**src/rtl/axis_slave_rx_buffer_if.sv**
```systemverilog
// rtl/axis_slave_rx_buffer_if.sv - AXI4-Stream bundle between a stream master and the rx buffer
interface axis_slave_rx_buffer_if #(
  parameter int NUM_BYTES = 4,
  parameter int ID_W      = 8,
  parameter int DEST_W    = 4,
  parameter int USER_W    = 17
);
  logic                   TVALID;
  logic                   TREADY;
  logic [8*NUM_BYTES-1:0] TDATA;
  logic [NUM_BYTES-1:0]   TSTRB;
  logic [NUM_BYTES-1:0]   TKEEP;
  logic                   TLAST;
  logic [ID_W-1:0]        TID;
  logic [DEST_W-1:0]      TDEST;
  logic [USER_W-1:0]      TUSER;

  modport master (
    output TVALID, TDATA, TSTRB, TKEEP, TLAST, TID, TDEST, TUSER,
    input  TREADY
  );

  modport slave (
    input  TVALID, TDATA, TSTRB, TKEEP, TLAST, TID, TDEST, TUSER,
    output TREADY
  );
endinterface

```
**src/rtl/axis_slave_rx_buffer.sv**
```systemverilog
// rtl/axis_slave_rx_buffer.sv - AXIS slave endpoint: FWFT buffer, backpressure modes, byte accounting
module axis_slave_rx_buffer #(
  parameter int NUM_BYTES = 4,
  parameter int DEPTH     = 8,
  parameter int ID_W      = 8,
  parameter int DEST_W    = 4,
  parameter int USER_W    = 17,
  parameter int CNT_W     = 16
) (
  input  logic                       ACLK,
  input  logic                       ARESETn,
  axis_slave_rx_buffer_if.slave      s_axis,
  input  logic [1:0]                 bp_mode,
  input  logic [3:0]                 bp_hold,
  input  logic                       rd_en,
  output logic                       rd_valid,
  output logic [8*NUM_BYTES-1:0]     rd_data,
  output logic [NUM_BYTES-1:0]       rd_keep,
  output logic [NUM_BYTES-1:0]       rd_strb,
  output logic                       rd_last,
  output logic [ID_W-1:0]            rd_id,
  output logic [DEST_W-1:0]          rd_dest,
  output logic [USER_W-1:0]          rd_user,
  output logic [$clog2(DEPTH+1)-1:0] level,
  output logic                       pkt_done,
  output logic [CNT_W-1:0]           pkt_bytes,
  output logic [CNT_W-1:0]           pkt_cnt,
  output logic                       err_strb,
  input  logic                       err_clr
);

  localparam int LW = $clog2(DEPTH + 1);
  localparam int PW = $clog2(DEPTH);
  localparam int KW = $clog2(NUM_BYTES + 1);
  localparam int SW = CNT_W + 1;
  localparam logic [PW-1:0]    PTR_ONE = 1;
  localparam logic [CNT_W-1:0] CNT_ONE = 1;

  typedef struct packed {
    logic [8*NUM_BYTES-1:0] data;
    logic [NUM_BYTES-1:0]   keep;
    logic [NUM_BYTES-1:0]   strb;
    logic                   last;
    logic [ID_W-1:0]        id;
    logic [DEST_W-1:0]      dest;
    logic [USER_W-1:0]      user;
  } entry_t;

  entry_t            mem_q [DEPTH];
  entry_t            wr_entry;
  entry_t            head_vis;

  logic [PW-1:0]     wr_ptr_q, wr_ptr_d, rd_ptr_q, rd_ptr_d;
  logic [LW-1:0]     level_q, level_d;
  logic              tready_q, tready_d;
  logic              toggle_q, toggle_d;
  logic [3:0]        hold_q, hold_d;
  logic [CNT_W-1:0]  run_q, run_d;
  logic [CNT_W-1:0]  pkt_bytes_q, pkt_bytes_d;
  logic [CNT_W-1:0]  pkt_cnt_q, pkt_cnt_d;
  logic              pkt_done_q, pkt_done_d;
  logic              err_q, err_d;

  logic              push, pop, gate;
  logic [KW-1:0]     keep_cnt;
  logic [SW-1:0]     sum_ext;
  logic [CNT_W-1:0]  sum_sat;

  assign wr_entry = '{data: s_axis.TDATA, keep: s_axis.TKEEP, strb: s_axis.TSTRB,
                      last: s_axis.TLAST, id: s_axis.TID, dest: s_axis.TDEST,
                      user: s_axis.TUSER};

  // Head of the buffer; fields read as zero while the buffer is empty
  assign rd_valid = (level_q != '0);
  assign head_vis = rd_valid ? mem_q[rd_ptr_q] : '0;
  assign rd_data  = head_vis.data;
  assign rd_keep  = head_vis.keep;
  assign rd_strb  = head_vis.strb;
  assign rd_last  = head_vis.last;
  assign rd_id    = head_vis.id;
  assign rd_dest  = head_vis.dest;
  assign rd_user  = head_vis.user;

  assign s_axis.TREADY = tready_q;
  assign level         = level_q;
  assign pkt_done      = pkt_done_q;
  assign pkt_bytes     = pkt_bytes_q;
  assign pkt_cnt       = pkt_cnt_q;
  assign err_strb      = err_q;

  // Number of valid bytes in the offered beat
  always_comb begin
    keep_cnt = '0;
    for (int i = 0; i < NUM_BYTES; i++) begin
      keep_cnt = keep_cnt + KW'(s_axis.TKEEP[i]);
    end
  end

  // Next-state: buffer pointers, backpressure gate, packet accounting, error flag
  always_comb begin
    push = s_axis.TVALID && tready_q;
    pop  = rd_en && (level_q != '0);

    wr_ptr_d = push ? wr_ptr_q + PTR_ONE : wr_ptr_q;
    rd_ptr_d = pop  ? rd_ptr_q + PTR_ONE : rd_ptr_q;
    level_d  = level_q + LW'(push) - LW'(pop);

    toggle_d = ~toggle_q;
    if (push) begin
      hold_d = bp_hold;
    end else if (hold_q != '0) begin
      hold_d = hold_q - 4'd1;
    end else begin
      hold_d = hold_q;
    end

    case (bp_mode)
      2'd1:    gate = toggle_d;
      2'd2:    gate = (hold_d == '0);
      default: gate = 1'b1;
    endcase
    tready_d = (level_d < LW'(DEPTH)) && gate;

    // Running byte count saturates rather than wrapping
    sum_ext = {1'b0, run_q} + SW'(keep_cnt);
    sum_sat = sum_ext[CNT_W] ? '1 : sum_ext[CNT_W-1:0];

    run_d       = run_q;
    pkt_bytes_d = pkt_bytes_q;
    pkt_cnt_d   = pkt_cnt_q;
    pkt_done_d  = 1'b0;
    if (push) begin
      if (s_axis.TLAST) begin
        pkt_bytes_d = sum_sat;
        run_d       = '0;
        pkt_done_d  = 1'b1;
        pkt_cnt_d   = pkt_cnt_q + CNT_ONE;
      end else begin
        run_d = sum_sat;
      end
    end

    // A new violation outranks a clear in the same cycle
    if (push && ((s_axis.TSTRB & ~s_axis.TKEEP) != '0)) begin
      err_d = 1'b1;
    end else if (err_clr) begin
      err_d = 1'b0;
    end else begin
      err_d = err_q;
    end
  end

  // Control and accounting registers
  always_ff @(posedge ACLK or negedge ARESETn) begin
    if (!ARESETn) begin
      wr_ptr_q    <= '0;
      rd_ptr_q    <= '0;
      level_q     <= '0;
      tready_q    <= 1'b0;
      toggle_q    <= 1'b0;
      hold_q      <= '0;
      run_q       <= '0;
      pkt_bytes_q <= '0;
      pkt_cnt_q   <= '0;
      pkt_done_q  <= 1'b0;
      err_q       <= 1'b0;
    end else begin
      wr_ptr_q    <= wr_ptr_d;
      rd_ptr_q    <= rd_ptr_d;
      level_q     <= level_d;
      tready_q    <= tready_d;
      toggle_q    <= toggle_d;
      hold_q      <= hold_d;
      run_q       <= run_d;
      pkt_bytes_q <= pkt_bytes_d;
      pkt_cnt_q   <= pkt_cnt_d;
      pkt_done_q  <= pkt_done_d;
      err_q       <= err_d;
    end
  end

  // Beat storage; contents are meaningless until covered by level
  always_ff @(posedge ACLK) begin
    if (push) begin
      mem_q[wr_ptr_q] <= wr_entry;
    end
  end

endmodule

```
**src/flat_wrapper.sv**
```systemverilog
// flat-port wrapper written by rule: the top's interface ports become plain ports
module axis_slave_rx_buffer_flat 
#(
  parameter int NUM_BYTES = 4,
  parameter int DEPTH     = 8,
  parameter int ID_W      = 8,
  parameter int DEST_W    = 4,
  parameter int USER_W    = 17,
  parameter int CNT_W     = 16
)
  (ACLK, ARESETn, bp_mode, bp_hold, rd_en, rd_valid, rd_data, rd_keep, rd_strb, rd_last, rd_id, rd_dest, rd_user, level, pkt_done, pkt_bytes, pkt_cnt, err_strb, err_clr, s_axis_TVALID, s_axis_TDATA, s_axis_TSTRB, s_axis_TKEEP, s_axis_TLAST, s_axis_TID, s_axis_TDEST, s_axis_TUSER, s_axis_TREADY);
  axis_slave_rx_buffer_if #(.NUM_BYTES(NUM_BYTES), .ID_W(ID_W), .DEST_W(DEST_W), .USER_W(USER_W)) s_axis_i ();
  input  logic ACLK;
  input  logic ARESETn;
  input  logic [1:0] bp_mode;
  input  logic [3:0] bp_hold;
  input  logic rd_en;
  output logic rd_valid;
  output logic [8*NUM_BYTES-1:0] rd_data;
  output logic [NUM_BYTES-1:0] rd_keep;
  output logic [NUM_BYTES-1:0] rd_strb;
  output logic rd_last;
  output logic [ID_W-1:0] rd_id;
  output logic [DEST_W-1:0] rd_dest;
  output logic [USER_W-1:0] rd_user;
  output logic [$clog2(DEPTH+1)-1:0] level;
  output logic pkt_done;
  output logic [CNT_W-1:0] pkt_bytes;
  output logic [CNT_W-1:0] pkt_cnt;
  output logic err_strb;
  input  logic err_clr;
  input wire logic [$bits(s_axis_i.TVALID)-1:0] s_axis_TVALID;
  input wire logic [$bits(s_axis_i.TDATA)-1:0] s_axis_TDATA;
  input wire logic [$bits(s_axis_i.TSTRB)-1:0] s_axis_TSTRB;
  input wire logic [$bits(s_axis_i.TKEEP)-1:0] s_axis_TKEEP;
  input wire logic [$bits(s_axis_i.TLAST)-1:0] s_axis_TLAST;
  input wire logic [$bits(s_axis_i.TID)-1:0] s_axis_TID;
  input wire logic [$bits(s_axis_i.TDEST)-1:0] s_axis_TDEST;
  input wire logic [$bits(s_axis_i.TUSER)-1:0] s_axis_TUSER;
  output wire logic [$bits(s_axis_i.TREADY)-1:0] s_axis_TREADY;
  assign s_axis_i.TVALID = s_axis_TVALID;
  assign s_axis_i.TDATA = s_axis_TDATA;
  assign s_axis_i.TSTRB = s_axis_TSTRB;
  assign s_axis_i.TKEEP = s_axis_TKEEP;
  assign s_axis_i.TLAST = s_axis_TLAST;
  assign s_axis_i.TID = s_axis_TID;
  assign s_axis_i.TDEST = s_axis_TDEST;
  assign s_axis_i.TUSER = s_axis_TUSER;
  assign s_axis_TREADY = s_axis_i.TREADY;
  axis_slave_rx_buffer #(.NUM_BYTES(NUM_BYTES), .DEPTH(DEPTH), .ID_W(ID_W), .DEST_W(DEST_W), .USER_W(USER_W), .CNT_W(CNT_W)) u_core (.ACLK(ACLK), .ARESETn(ARESETn), .s_axis(s_axis_i), .bp_mode(bp_mode), .bp_hold(bp_hold), .rd_en(rd_en), .rd_valid(rd_valid), .rd_data(rd_data), .rd_keep(rd_keep), .rd_strb(rd_strb), .rd_last(rd_last), .rd_id(rd_id), .rd_dest(rd_dest), .rd_user(rd_user), .level(level), .pkt_done(pkt_done), .pkt_bytes(pkt_bytes), .pkt_cnt(pkt_cnt), .err_strb(err_strb), .err_clr(err_clr));
endmodule
```
**config.mk**
```make
export PLATFORM = sky130hd
export DESIGN_NAME = axis_slave_rx_buffer_flat
export DESIGN_NICKNAME = d
export VERILOG_FILES = /design/src/rtl/axis_slave_rx_buffer_if.sv /design/src/rtl/axis_slave_rx_buffer.sv /design/src/flat_wrapper.sv
export SDC_FILE = /design/constraint.sdc
export NUM_CORES = 1
export LEC_CHECK = 0
export ABC_AREA = 1
export CAP_MARGIN = 10
export CORE_ASPECT_RATIO = 1.5
export CORE_UTILIZATION = 24
export CTS_CLUSTER_SIZE = 25
export DETAILED_ROUTE_END_ITERATION = 8
export HOLD_SLACK_MARGIN = 0.06
export PLACE_DENSITY = 0.47
export REMOVE_ABC_BUFFERS = 1
export SETUP_SLACK_MARGIN = 0.2
export SLEW_MARGIN = 30
export SYNTH_ARGS = -nofsm -noshare
export SYNTH_HDL_FRONTEND = slang
export SYNTH_SLANG_ARGS = --single-unit
```
**constraint.sdc**
```tcl
create_clock -name ACLK -period 11.4 [get_ports ACLK]
set_input_delay 1.14 -clock ACLK [delete_from_list [all_inputs] [get_ports ACLK]]
set_output_delay 1.14 -clock ACLK [all_outputs]
set_load 0.05 [all_outputs]
```
==> results summary <==
In this run the critical register-to-register path is captured at u_core.mem_q[1][49]. Sorting the synthesized cells by how often they occur yields 585 x sky130_fd_sc_hd__nor2_1, 560 x sky130_fd_sc_hd__edfxtp_1, 253 x sky130_fd_sc_hd__o21ai_0. The clock tree skew after final layout is 27.3 ps. The core area came out at 105,000 um^2. The clock root buffer is sky130_fd_sc_hd__clkbuf_16. The worst setup slack before clock tree synthesis came out at 6310 ps. Entering global routing, the biggest net connects 111 pins.

Once layout is complete, the utilization of the core stands at 29.8%. The placed instance count is 3,611. The critical path is of the reg -> out type. In this run, synthesis inferred 560 flip-flops with an integrated enable. Summed over all instances, the cell type with the most area after synthesis is sky130_fd_sc_hd__edfxtp_1. The beginning of the worst hold path is u_core.toggle_q. Once layout is complete, the cells apart from fillers number 3,736. The buffer depth of the longest clock path is 3. The wire length of the first global-routing pass came out at approximately 100,000 um. The count of cells along the worst register-to-register path came out at 6.

The DRC violation total after the first TritonRoute iteration is about 1,100. The slowest stage of the critical path is the sky130_fd_sc_hd__clkdlybuf4s50_1 cell. The maximum single-stage delay on the critical path came out at 860 ps. Setup repair after global routing left no endpoint under its margin. The clock edge transition at the registers on the reported setup and hold paths is 60 ps. The die outline area came out at between 100,000 and 150,000 um^2. Clock tree synthesis inserted a total of around 70 buffers. The cell depth of the worst hold path came out at 1. The layout-stage area growth over the synthesis result came out at 22.6%.

The half-perimeter wire length after detailed placement came out at 38,500 um. Wires add up to 69,600 um. The largest fanout of any net on the critical path came out at 92. Buffers placed on the I/O ports in this run total 190.

The number of rows in the core area is 145. The total of flip-flops plus latches after synthesis came out at 626. By area the synthesized netlist is led by sky130_fd_sc_hd__edfxtp_1 66%, sky130_fd_sc_hd__nor2_1 8.6%, sky130_fd_sc_hd__dfrtp_1 6.5%, sky130_fd_sc_hd__o21ai_0 5.0%, sky130_fd_sc_hd__nand2_1 2.6%. The most common cell in the synthesized netlist is sky130_fd_sc_hd__nor2_1. In this run the mean area of a mapped cell was about 12 um^2. The first-pass iteration count of the detailed router is 5. The headroom to the max-slew limit is between 30% and 40%.

The peak supply drop is 0.192 mV. The clock net sink count came out at roughly 630. At the worst endpoint, the required time is a little over 10,000 ps. The starting density of the core came out at 24.3%. Adding up every negative setup slack in the final design gives 0 ps. The post-route netlist has 6.85% of its cells at a drive strength greater than 1. The worst hold path belongs to the class reg -> reg. The highest clock frequency the design can meet came out at 191 MHz. The flow ran to the end, and the final reports show no timing, DRC or antenna violations.

Walking the worst path, the cells encountered are buf_6 > buf_6 > nor2_1 > nor2_1 > o21ai_0 > o21ai_0 > o21ai_0 > nor2_1 > clkdlybuf4s50_1. The number of hold-slack violations in the final timing report came to 0. STA classifies the critical path endpoint as a primary output. The number of endpoints failing setup at the final stage came out at 0. The net count reported at finish came out at 2,387.

The power density over the cells is 277 nW/um^2. The final RePlAce weighted congestion came out at slightly below 0.8. The startpoint identified for the worst register-to-register timing path is u_core.s_axis.TREADY.

The CTS H-tree depth came out at 3. The synthesized area came out at about 25,000 um^2. The number of slew-limit violations in the final report is 0. The primary flip-flop cell chosen by synthesis mapping is sky130_fd_sc_hd__edfxtp_1. Setup slack on the worst reg-to-reg path comes out at 8020 ps. The number of global-route vias before repair is around 17,000. The total congestion overflow after global routing is 0. The count of cell instances traversed by the critical path came out at 9. The boundary pin count is 191.

The later-pin clock latency in the skew report came out at 640 ps. The number of warnings reported in the yosys synthesis log is 0. Grouping stages by cell kind, the critical path spends the most delay in buffers and inverters. The total number of vias came out at 16,587. The critical path arrival came out at about 4000 ps.

The static leakage is 10.6 nW. The final worst-path setup slack is 6160 ps. The initial antenna violation count came out at 12.

The number of distinct standard cells referenced by the synthesized netlist came out at 32. The residual DRC count came out at 0. The vias per cell came out at between 4 and 5. The type of origin of the critical path is a register. Measured along the y axis, the die boundary spans 401 um.

The quantity of gates resized following cts came out at 0. For this design, the CTS-stage hold fixing added 0 buffers. The die width is 268 um. Total power for the finished layout comes to 8.64 mW.

The sum of buffers and inverters on the critical path came out at 3. The tool flagged a number of max-cap violations equal to 0. The top cell type's share of synthesized area is 66.1%. After detailed routing, the average wire length per cell comes to 18.6 um. The final critical-path share of the clock period is 46.0%. The post-CTS setup buffer count came out at 0. TritonCTS built the clock tree. The register area share after synthesis came out at 72.6%. The count of nets left with antenna violations once routing finished came out at 0. In the synthesized netlist the async set-or-reset flop fraction comes to 10.5%. The overall fraction of global-route tracks in use came out at 13.0%. The gate count after technology mapping came out at 2,119.

The terminating pin of the worst hold path is u_core.toggle_q. The slew at the pin closest to its max-slew limit came out at 966 ps. The final critical-path required period is 5240 ps.
## kinds of logic after synthesis
group,Yosys count,synth area share [%]
flops,626,72.6
buf+inv,187,3.31
simple gates,820,12.5
compound gates,447,9.85
fa+ha+maj,19,1.02
xor+xnor,20,0.689
## per-layer routing
metal | track usage (%) | share of wire, % | up-vias
met1 | 15.2 | 41 | 8269
li1 | - | - | 7819
met5 | 0 | 0.16 | -
met3 | 3.33 | 5.9 | 102
met4 | 4.79 | 2.7 | 18
met2 | 22.5 | 50 | 379
## flip-flops by register name (all words and copies together) (netlist names), 3 cells and up
signal	cells
u_core.wr_ptr_q	3
u_core.run_q	16
u_core.pkt_bytes	16
u_core.hold_q	4
u_core.mem_q	560
u_core.pkt_cnt	16
u_core.rd_ptr_q	3
u_core.level	4
## worst max path at each step
stage                            start    endpoint
finish              u_core.rd_ptr_q[0]    rd_id[5]
global route        u_core.rd_ptr_q[0]    rd_id[5]
CTS                 u_core.rd_ptr_q[0]    rd_id[0]
detailed placement  u_core.rd_ptr_q[0]    rd_id[0]
global placement    u_core.rd_ptr_q[0]    rd_id[5]
floorplan           u_core.rd_ptr_q[0]  rd_dest[3]
## area by class of cell
class	instances	area [um^2]
Clock inverter	30	275
Multi-Input combinational cell	1306	6200
Fill cell	10566	73500
Clock buffer	90	1930
Inverter	64	249
Tap cell	1396	1750
Timing Repair Buffer	221	2310
Antenna cell	3	7.51
Sequential cell	626	18500
## through the flow
step / instance area [um^2] / hold WS, ps
after CTS: 31100 / 405
after global routing: 31200 / 426
after floorplan: 24800 / 383
final: 31200 / 409
after global placement: 28700 / 394
after detailed placement: 28900 / 397
## worst reg2reg max path: cells and delay by family (launching register included)
kind / cells / cell delay (ps)
buf+inv: 3 / 1800
flops: 1 / 400
simple gates: 3 / 770
## layout by cell type (no fill, tap or decap), types with 4 or more instances in the layout
cell / instances
sky130_fd_sc_hd__nor2_1: 576
sky130_fd_sc_hd__edfxtp_1: 560
sky130_fd_sc_hd__o21ai_0: 253
sky130_fd_sc_hd__clkdlybuf4s50_1: 189
sky130_fd_sc_hd__nand2_1: 178
sky130_fd_sc_hd__o21ai_1: 117
sky130_fd_sc_hd__clkbuf_16: 72
sky130_fd_sc_hd__o32ai_1: 70
sky130_fd_sc_hd__dfrtp_1: 63
sky130_fd_sc_hd__inv_1: 60
sky130_fd_sc_hd__nand3_1: 29
sky130_fd_sc_hd__ha_1: 16
sky130_fd_sc_hd__xor2_1: 14
sky130_fd_sc_hd__buf_4: 14
sky130_fd_sc_hd__clkinv_2: 12
sky130_fd_sc_hd__clkbuf_1: 12
sky130_fd_sc_hd__nor2_4: 10
sky130_fd_sc_hd__nor3_1: 10
sky130_fd_sc_hd__buf_6: 9
sky130_fd_sc_hd__clkinv_1: 7
sky130_fd_sc_hd__xnor2_1: 6
sky130_fd_sc_hd__nand4_1: 6
sky130_fd_sc_hd__clkbuf_8: 6
sky130_fd_sc_hd__buf_16: 6
sky130_fd_sc_hd__a21oi_1: 5
sky130_fd_sc_hd__or2_2: 4
sky130_fd_sc_hd__inv_6: 4
## power by group
part / internal [mW] / leakage, nW / switching [mW]
Clock: 1.27 / 1.09 / 0.908
Combinational: 1.06 / 3.58 / 2.56
Sequential: 2.69 / 5.90 / 0.154
Total: 5.02 / 10.6 / 3.62
No activity file was read; power rests on OpenSTA's default activity.
